[config.mk]
export PLATFORM = sky130hd
export DESIGN_NAME = uart16550_cfg_master_flat
export DESIGN_NICKNAME = d
export VERILOG_FILES = /design/src/rtl/uart16550_cfg_master_if.sv /design/src/rtl/uart16550_cfg_master.sv /design/src/flat_wrapper.sv
export SDC_FILE = /design/constraint.sdc
export NUM_CORES = 1
export LEC_CHECK = 0
export ABC_AREA = 1
export CORE_UTILIZATION = 42
export DETAILED_ROUTE_END_ITERATION = 10
export GPL_ROUTABILITY_DRIVEN = 0
export MAX_ROUTING_LAYER = met4
export PLACE_DENSITY = 0.84
export SLEW_MARGIN = 20
export SYNTH_ARGS = -nofsm -noshare
export SYNTH_HDL_FRONTEND = slang
export SYNTH_SLANG_ARGS = --single-unit
[constraint.sdc]
create_clock -name s_axi_aclk -period 2 [get_ports s_axi_aclk]
set_clock_uncertainty 0.1 [all_clocks]
set_input_delay 0.3 -clock s_axi_aclk [delete_from_list [all_inputs] [get_ports s_axi_aclk]]
set_output_delay 0.3 -clock s_axi_aclk [all_outputs]
set_load 0.03 [all_outputs]
[src/rtl/uart16550_cfg_master_if.sv]
// ----------------------------------------------------------------------------
// uart16550_cfg_master_if
// Write-only AXI4-Lite bundle between uart16550_cfg_master and the UART16550
// s_axi_* slave port.
//   m_axi_aw* : write address channel (13-bit byte address)
//   m_axi_w*  : write data channel (32-bit data, 4-bit strobe)
//   m_axi_b*  : write response channel
// Modports: master (configuration sequencer side), slave (UART side).
// ----------------------------------------------------------------------------
interface uart16550_cfg_master_if;
   localparam int unsigned ADDR_W = 13;
   localparam int unsigned DATA_W = 32;

   logic [ADDR_W-1:0]   m_axi_awaddr;
   logic                m_axi_awvalid;
   logic                m_axi_awready;
   logic [DATA_W-1:0]   m_axi_wdata;
   logic [DATA_W/8-1:0] m_axi_wstrb;
   logic                m_axi_wvalid;
   logic                m_axi_wready;
   logic [1:0]          m_axi_bresp;
   logic                m_axi_bvalid;
   logic                m_axi_bready;

   modport master (
      output m_axi_awaddr, m_axi_awvalid, m_axi_wdata, m_axi_wstrb,
             m_axi_wvalid, m_axi_bready,
      input  m_axi_awready, m_axi_wready, m_axi_bresp, m_axi_bvalid
   );

   modport slave (
      input  m_axi_awaddr, m_axi_awvalid, m_axi_wdata, m_axi_wstrb,
             m_axi_wvalid, m_axi_bready,
      output m_axi_awready, m_axi_wready, m_axi_bresp, m_axi_bvalid
   );
endinterface

[src/rtl/uart16550_cfg_master.sv]
// ----------------------------------------------------------------------------
// uart16550_cfg_master
// Programs the UART16550 register block over AXI4-Lite from one start pulse:
// LCR(DLAB=1), DLL, DLM, LCR(DLAB=0), FCR, IER.
// Ports:
//   s_axi_aclk, s_axi_areset : clock, asynchronous active-high reset
//   cfg_start                : one-cycle request, accepted only when idle
//   cfg_wlen/stop2/parity_en/even, cfg_divisor, cfg_trig, cfg_ier : settings
//   m_axi                    : AXI4-Lite write master (uart16550_cfg_master_if)
//   cfg_busy, cfg_done, cfg_error : sequence status
// Optional feature: define UART_CFG_TIMEOUT_EN to abort any AW/W or B phase
// that stalls for TIMEOUT_CYCLES cycles (parameter exists only then).
// ----------------------------------------------------------------------------
module uart16550_cfg_master #(
   parameter logic [12:0] BASE_ADDR = 13'h1000
`ifdef UART_CFG_TIMEOUT_EN
   , parameter int unsigned TIMEOUT_CYCLES = 1023
`endif
) (
   input  logic                          s_axi_aclk,
   input  logic                          s_axi_areset,
   input  logic                          cfg_start,
   input  logic [1:0]                    cfg_wlen,
   input  logic                          cfg_stop2,
   input  logic                          cfg_parity_en,
   input  logic                          cfg_even,
   input  logic [15:0]                   cfg_divisor,
   input  logic [1:0]                    cfg_trig,
   input  logic [3:0]                    cfg_ier,
   uart16550_cfg_master_if.master        m_axi,
   output logic                          cfg_busy,
   output logic                          cfg_done,
   output logic                          cfg_error
);

   localparam logic [1:0] S_IDLE  = 2'd0;
   localparam logic [1:0] S_WRITE = 2'd1;
   localparam logic [1:0] S_RESP  = 2'd2;
   localparam logic [1:0] S_DONE  = 2'd3;
   localparam logic [2:0] LAST_STEP = 3'd5;
`ifdef UART_CFG_TIMEOUT_EN
   localparam int unsigned TW = $clog2(TIMEOUT_CYCLES + 1);
`endif

   logic [1:0]  state_q, state_d;
   logic [2:0]  step_q, step_d;
   logic        aw_ok_q, aw_ok_d, w_ok_q, w_ok_d;
   logic [4:0]  lcr_q, lcr_d;
   logic [15:0] div_q, div_d;
   logic [1:0]  trig_q, trig_d;
   logic [3:0]  ier_q, ier_d;
   logic [12:0] awaddr_q, awaddr_d;
   logic        awvalid_q, awvalid_d;
   logic [31:0] wdata_q, wdata_d;
   logic [3:0]  wstrb_q, wstrb_d;
   logic        wvalid_q, wvalid_d;
   logic        bready_q, bready_d;
   logic        busy_q, busy_d, done_q, done_d, error_q, error_d;
   logic        aw_hs, w_hs, enter_write, issue, go_done;
`ifdef UART_CFG_TIMEOUT_EN
   logic [TW-1:0] tmo_q, tmo_d;
   logic          tmo_hit;
`endif

   // Register offset for each step of the fixed 16550 programming order
   function automatic logic [12:0] beat_addr(input logic [2:0] s);
      case (s)
         3'd0, 3'd3: beat_addr = BASE_ADDR + 13'h00C;
         3'd1:       beat_addr = BASE_ADDR;
         3'd4:       beat_addr = BASE_ADDR + 13'h008;
         default:    beat_addr = BASE_ADDR + 13'h004;
      endcase
   endfunction

   // Register value for each step; lcr = {even, parity_en, stop2, wlen}
   function automatic logic [7:0] beat_data(input logic [2:0] s, input logic [4:0] lcr,
                                            input logic [15:0] div, input logic [1:0] trig,
                                            input logic [3:0] ier);
      case (s)
         3'd0:    beat_data = {1'b1, 2'b00, lcr};
         3'd1:    beat_data = div[7:0];
         3'd2:    beat_data = div[15:8];
         3'd3:    beat_data = {3'b000, lcr};
         3'd4:    beat_data = {trig, 6'b001111};
         default: beat_data = {4'b0000, ier};
      endcase
   endfunction

   // State and output registers
   always_ff @(posedge s_axi_aclk or posedge s_axi_areset) begin
      if (s_axi_areset) begin
         state_q   <= S_IDLE;
         step_q    <= 3'd0;
         aw_ok_q   <= 1'b0;
         w_ok_q    <= 1'b0;
         lcr_q     <= 5'd0;
         div_q     <= 16'd0;
         trig_q    <= 2'd0;
         ier_q     <= 4'd0;
         awaddr_q  <= 13'd0;
         awvalid_q <= 1'b0;
         wdata_q   <= 32'd0;
         wstrb_q   <= 4'd0;
         wvalid_q  <= 1'b0;
         bready_q  <= 1'b0;
         busy_q    <= 1'b0;
         done_q    <= 1'b0;
         error_q   <= 1'b0;
`ifdef UART_CFG_TIMEOUT_EN
         tmo_q     <= '0;
`endif
      end else begin
         state_q   <= state_d;
         step_q    <= step_d;
         aw_ok_q   <= aw_ok_d;
         w_ok_q    <= w_ok_d;
         lcr_q     <= lcr_d;
         div_q     <= div_d;
         trig_q    <= trig_d;
         ier_q     <= ier_d;
         awaddr_q  <= awaddr_d;
         awvalid_q <= awvalid_d;
         wdata_q   <= wdata_d;
         wstrb_q   <= wstrb_d;
         wvalid_q  <= wvalid_d;
         bready_q  <= bready_d;
         busy_q    <= busy_d;
         done_q    <= done_d;
         error_q   <= error_d;
`ifdef UART_CFG_TIMEOUT_EN
         tmo_q     <= tmo_d;
`endif
      end
   end

   // Next-state and next-output logic
   always_comb begin
      state_d     = state_q;
      step_d      = step_q;
      aw_ok_d     = aw_ok_q;
      w_ok_d      = w_ok_q;
      lcr_d       = lcr_q;
      div_d       = div_q;
      trig_d      = trig_q;
      ier_d       = ier_q;
      awaddr_d    = awaddr_q;
      awvalid_d   = awvalid_q;
      wdata_d     = wdata_q;
      wstrb_d     = wstrb_q;
      wvalid_d    = wvalid_q;
      bready_d    = bready_q;
      busy_d      = busy_q;
      done_d      = 1'b0;
      error_d     = error_q;
      enter_write = 1'b0;
      issue       = 1'b0;
      go_done     = 1'b0;
      aw_hs       = awvalid_q & m_axi.m_axi_awready;
      w_hs        = wvalid_q & m_axi.m_axi_wready;
`ifdef UART_CFG_TIMEOUT_EN
      tmo_d       = tmo_q + TW'(1);
      tmo_hit     = (tmo_q == TW'(TIMEOUT_CYCLES - 1));
`endif

      case (state_q)
         S_IDLE: begin
            if (cfg_start) begin
               lcr_d       = {cfg_even, cfg_parity_en, cfg_stop2, cfg_wlen};
               div_d       = cfg_divisor;
               trig_d      = cfg_trig;
               ier_d       = cfg_ier;
               error_d     = 1'b0;
               busy_d      = 1'b1;
               step_d      = 3'd0;
               enter_write = 1'b1;
               // A zero divisor enters WRITE with no valids and aborts there
               issue       = (cfg_divisor != 16'd0);
            end
         end
         S_WRITE: begin
            if (div_q == 16'd0) begin
               error_d = 1'b1;
               go_done = 1'b1;
            end else begin
               if (aw_hs) begin
                  awvalid_d = 1'b0;
                  aw_ok_d   = 1'b1;
               end
               if (w_hs) begin
                  wvalid_d = 1'b0;
                  wstrb_d  = 4'b0000;
                  w_ok_d   = 1'b1;
               end
               if ((aw_ok_q | aw_hs) && (w_ok_q | w_hs)) begin
                  state_d  = S_RESP;
                  bready_d = 1'b1;
`ifdef UART_CFG_TIMEOUT_EN
                  tmo_d    = '0;
               end else if (tmo_hit) begin
                  awvalid_d = 1'b0;
                  wvalid_d  = 1'b0;
                  wstrb_d   = 4'b0000;
                  error_d   = 1'b1;
                  go_done   = 1'b1;
`endif
               end
            end
         end
         S_RESP: begin
            if (m_axi.m_axi_bvalid) begin
               bready_d = 1'b0;
               if (m_axi.m_axi_bresp != 2'b00) begin
                  error_d = 1'b1;
                  go_done = 1'b1;
               end else if (step_q == LAST_STEP) begin
                  go_done = 1'b1;
               end else begin
                  step_d      = step_q + 3'd1;
                  enter_write = 1'b1;
                  issue       = 1'b1;
               end
`ifdef UART_CFG_TIMEOUT_EN
            end else if (tmo_hit) begin
               bready_d = 1'b0;
               error_d  = 1'b1;
               go_done  = 1'b1;
`endif
            end
         end
         S_DONE:  state_d = S_IDLE;
         default: state_d = S_IDLE;
      endcase

      // Launch the beat for step_d; *_d settings are the freshly latched ones
      if (enter_write) begin
         state_d   = S_WRITE;
         aw_ok_d   = 1'b0;
         w_ok_d    = 1'b0;
         awvalid_d = issue;
         wvalid_d  = issue;
         wstrb_d   = issue ? 4'b0001 : 4'b0000;
         awaddr_d  = beat_addr(step_d);
         wdata_d   = {24'd0, beat_data(step_d, lcr_d, div_d, trig_d, ier_d)};
`ifdef UART_CFG_TIMEOUT_EN
         tmo_d     = '0;
`endif
      end

      if (go_done) begin
         state_d = S_DONE;
         done_d  = 1'b1;
         busy_d  = 1'b0;
      end
   end

   assign m_axi.m_axi_awaddr  = awaddr_q;
   assign m_axi.m_axi_awvalid = awvalid_q;
   assign m_axi.m_axi_wdata   = wdata_q;
   assign m_axi.m_axi_wstrb   = wstrb_q;
   assign m_axi.m_axi_wvalid  = wvalid_q;
   assign m_axi.m_axi_bready  = bready_q;
   assign cfg_busy            = busy_q;
   assign cfg_done            = done_q;
   assign cfg_error           = error_q;

endmodule

[src/flat_wrapper.sv]
// flat-port wrapper written by rule: the top's interface ports become plain ports
module uart16550_cfg_master_flat 
#(
   parameter logic [12:0] BASE_ADDR = 13'h1000

)
  (s_axi_aclk, s_axi_areset, cfg_start, cfg_wlen, cfg_stop2, cfg_parity_en, cfg_even, cfg_divisor, cfg_trig, cfg_ier, cfg_busy, cfg_done, cfg_error, m_axi_m_axi_awaddr, m_axi_m_axi_awvalid, m_axi_m_axi_wdata, m_axi_m_axi_wstrb, m_axi_m_axi_wvalid, m_axi_m_axi_bready, m_axi_m_axi_awready, m_axi_m_axi_wready, m_axi_m_axi_bresp, m_axi_m_axi_bvalid);
  uart16550_cfg_master_if m_axi_i ();
  input  logic s_axi_aclk;
  input  logic s_axi_areset;
  input  logic cfg_start;
  input  logic [1:0] cfg_wlen;
  input  logic cfg_stop2;
  input  logic cfg_parity_en;
  input  logic cfg_even;
  input  logic [15:0] cfg_divisor;
  input  logic [1:0] cfg_trig;
  input  logic [3:0] cfg_ier;
  output logic cfg_busy;
  output logic cfg_done;
  output logic cfg_error;
  output wire logic [$bits(m_axi_i.m_axi_awaddr)-1:0] m_axi_m_axi_awaddr;
  output wire logic [$bits(m_axi_i.m_axi_awvalid)-1:0] m_axi_m_axi_awvalid;
  output wire logic [$bits(m_axi_i.m_axi_wdata)-1:0] m_axi_m_axi_wdata;
  output wire logic [$bits(m_axi_i.m_axi_wstrb)-1:0] m_axi_m_axi_wstrb;
  output wire logic [$bits(m_axi_i.m_axi_wvalid)-1:0] m_axi_m_axi_wvalid;
  output wire logic [$bits(m_axi_i.m_axi_bready)-1:0] m_axi_m_axi_bready;
  input wire logic [$bits(m_axi_i.m_axi_awready)-1:0] m_axi_m_axi_awready;
  input wire logic [$bits(m_axi_i.m_axi_wready)-1:0] m_axi_m_axi_wready;
  input wire logic [$bits(m_axi_i.m_axi_bresp)-1:0] m_axi_m_axi_bresp;
  input wire logic [$bits(m_axi_i.m_axi_bvalid)-1:0] m_axi_m_axi_bvalid;
  assign m_axi_m_axi_awaddr = m_axi_i.m_axi_awaddr;
  assign m_axi_m_axi_awvalid = m_axi_i.m_axi_awvalid;
  assign m_axi_m_axi_wdata = m_axi_i.m_axi_wdata;
  assign m_axi_m_axi_wstrb = m_axi_i.m_axi_wstrb;
  assign m_axi_m_axi_wvalid = m_axi_i.m_axi_wvalid;
  assign m_axi_m_axi_bready = m_axi_i.m_axi_bready;
  assign m_axi_i.m_axi_awready = m_axi_m_axi_awready;
  assign m_axi_i.m_axi_wready = m_axi_m_axi_wready;
  assign m_axi_i.m_axi_bresp = m_axi_m_axi_bresp;
  assign m_axi_i.m_axi_bvalid = m_axi_m_axi_bvalid;
  uart16550_cfg_master #(.BASE_ADDR(BASE_ADDR)) u_core (.s_axi_aclk(s_axi_aclk), .s_axi_areset(s_axi_areset), .cfg_start(cfg_start), .cfg_wlen(cfg_wlen), .cfg_stop2(cfg_stop2), .cfg_parity_en(cfg_parity_en), .cfg_even(cfg_even), .cfg_divisor(cfg_divisor), .cfg_trig(cfg_trig), .cfg_ier(cfg_ier), .m_axi(m_axi_i), .cfg_busy(cfg_busy), .cfg_done(cfg_done), .cfg_error(cfg_error));
endmodule
==> flow_summary.json <==
{
  "startpoint_type": "flop",
  "via_per_inst": 4.899,
  "cts_buffers": 5,
  "hold_viol": 0,
  "worstPathArrival_ns": 2.25,
  "vias": 2376,
  "worst_r2r_startpoint": "u_core.state_q[0]",
  "initialDrtViolationCount": 128,
  "cp_max_fo": 4,
  "setup_viol": 10,
  "seq_area_um2": 1276,
  "status": "finished with violations",
  "fin_crit_ns": 2.096,
  "die_h_um": 85.30,
  "worst_slack_ns": -0.09570,
  "grt_start_max_net_pins": 52,
  "ys_types": 34,
  "hold_path_class": "primary input to asynchronous set/reset pin",
  "start_util": 0.4462,
  "coreArea_um2": 6531,
  "grt_pass1_wl_um": 10380,
  "powerDensity_nw_per_um2": 1455,
  "crit_slowest_cell": "dfrtp_1",
  "multi_input_area_um2": 1441,
  "path_cells": "inv_2 -> ha_4 -> buf_6 -> inv_4 -> nand2_2 -> nand2_2 -> nor2_4 -> nand2_4 -> a21oi_4 -> nand2_4 -> nor2_4 -> nand2_1 -> nand3_1 -> nand2_1 -> nand2_1",
  "cts_max_level": 2,
  "dp_hpwl_um": 4737,
  "fmax_ghz": 0.4772,
  "layout_common_cells": "80 x nand2_1, 52 x clkdlybuf4s50_1, 51 x dfrtp_1",
  "antenna_found_initial": 0,
  "antennaDiodeCount": 0,
  "startpoint": "u_core.state_q[0]",
  "hold_buffers": 0,
  "rrSetupSlack_ns": -0.1,
  "grt_most_used_layer": "met2",
  "clkLatencyLatePin_ns": 0.31,
  "critPathMaxStageDelay_ns": 0.40,
  "cp_common_cell": "nand2_1",
  "place_ws_ns": -0.1881,
  "crit_type": "flop to flop",
  "ys_seq_area_frac": 0.4380,
  "r2r-end": "u_core.m_axi.m_axi_wdata[6]",
  "r2r_cells": 15,
  "yosys_warnings": 0,
  "syn_to_final_growth_pct": 31.13,
  "portBuffers": 52,
  "cts_root_buf": "clkbuf_8",
  "met3_usage": 0.03502,
  "gr-usage-met1": 0.2132,
  "finalMaxSlewViolations": 0,
  "total_power_mw": 5.561,
  "die_x_um": 85.30,
  "drv_cap": 0,
  "syn_avg_cell_area_um2": 8.884,
  "period_share": 1.048,
  "grt_overflow": 0,
  "postRouteAntennaNets": 0,
  "rsz0062_at_grt": "yes",
  "required_ns": 2.15,
  "clock-sinks": 51,
  "grt.total_usage": 0.1873,
  "ios": 90,
  "placed_cell_area_um2": 3511,
  "fin_area_um2": 3821,
  "nets": 447,
  "drive_gt1_frac": 0.2500,
  "failed_checks": "negative setup slack",
  "drc_errors": 0,
  "clockBufferDepth": 2,
  "dieArea_um2": 7275,
  "clk_pin_slew_ns": 0.09,
  "cts_tree": "yes",
  "synthCells": 328,
  "dr.pass1.iters": 4,
  "final_common_cell": "nand2_1",
  "avgRoutedWirePerCell_um": 13.95,
  "p_leak_nw": 1.837,
  "ir_worst_vdd_uv": 605.5,
  "use_met2": 0.3321,
  "rows": 29,
  "endpoint": "u_core.m_axi.m_axi_wdata[6]",
  "worstSetupEndpointType": "flop",
  "fillers": 548,
  "wirelength_um": 6767,
  "synth_seq_cells": 51,
  "synth_area_um2": 2914,
  "grt_pass1_vias": 2225
}
## worst min path at each step
stage | to | slack, ns | cells past startpoint
after floorplan | u_core.w_ok_q | 0.36 | 1
after global placement | u_core.m_axi.m_axi_awaddr[12] | 0.36 | 1
after global routing | u_core.lcr_q[1] | 0.27 | 3
after CTS | u_core.m_axi.m_axi_awaddr[12] | 0.25 | 3
after detailed placement | u_core.m_axi.m_axi_awaddr[12] | 0.35 | 1
final | u_core.state_q[0] | 0.24 | 3
## Yosys cell counts (all sizes together)
library cell	n	area, µm²
o21bai	1	7.510
nand4	2	27.53
mux2	23	259.0
o31ai	1	7.510
nor4	4	25.02
o21a	2	15.01
clkbuf	2	7.510
o21ai	19	98.85
nand3	15	75.07
ha	5	62.56
nand2	93	384.1
dfrtp	51	1276
nor2	23	123.9
buf	43	322.8
inv	29	111.4
o22ai	1	6.260
or2	2	15.02
o2111ai	1	8.760
conb	1	3.750
a21oi	10	76.32
## per-layer routing
metal  up-vias  routed length (µm)  part of all wire
met4         0                 150             0.022
li1       1141                   -                 -
met3        16                 349             0.052
met5         -                   0                 0
met2        83                3564              0.53
met1      1136                2702              0.40
## final cells by class
| cell class | count | share of cell area |
|---|---|---|
| multi-input cells | 239 | 0.3772 |
| flip-flops and latches | 51 | 0.3340 |
| repair buffers | 81 | 0.2037 |
| inverters | 29 | 0.02914 |
| well taps | 77 | 0.02521 |
| clock buffers | 6 | 0.02161 |
| clock inverters | 2 | 0.009168 |
## kinds of logic (layout without fill, tap and decap cells)
logic type                 Yosys count  in the layout  synth area share
and+or+nand+nor                    139            139            0.2233
adders and majority gates            5              5           0.02147
DFF                                 51             51            0.4380
buffers and inverters               74            118            0.1516
other                                1             37          0.001287
AOI/OAI and AO/OA                   35             35           0.07557
muxes                               23             23           0.08888
## worst max-delay path, delay by kind of cell, from the launching register on
kind / cells / cell delay, ns
AOI/OAI and AO/OA: 1 / 0.26
and+or+nand+nor: 10 / 0.88
buffers and inverters: 3 / 0.24
DFF: 1 / 0.40
adders and majority gates: 1 / 0.15
## report_power, final
part | switching, mW | internal (mW) | total, mW
clock | 0.340 | 0.405 | 0.745
sequential | 0.237 | 1.50 | 1.74
combinational | 1.74 | 1.34 | 3.08
total | 2.32 | 3.24 | 5.56
## stage by stage
step / hold slack, ns / setup TNS (ns) / cells / utilization
3_5_place_dp: 0.3536 / -1.637 / 468 / 0.5375
3_3_place_gp: 0.3560 / -0.7937 / 468 / 0.5375
4_1_cts: 0.2520 / 0 / 478 / 0.5661
5_1_grt: 0.2694 / -1.584 / 485 / 0.5851
6_report: 0.2446 / -0.4955 / 485 / 0.5851
2_1_floorplan: 0.3643 / 0 / 364 / -
## registers in the layout, indices dropped and copies added, names as in the netlist, 2 cells and up
signal	cells
u_core.ier_q	4
u_core.state_q	2
u_core.div_q	16
u_core.trig_q	2
u_core.m_axi.m_axi_awaddr	3
u_core.step_q	3
u_core.lcr_q	5
u_core.m_axi.m_axi_wdata	8
## timing repair
item	4_1_cts	5_1_grt
setup buffers	2	7
setup endpoints to repair	8	12
endpoints found under the hold margin	0	0
resized for setup	11	18
pin swaps	8	12
cloned	0	0
No activity file was read; power rests on OpenSTA's default activity.
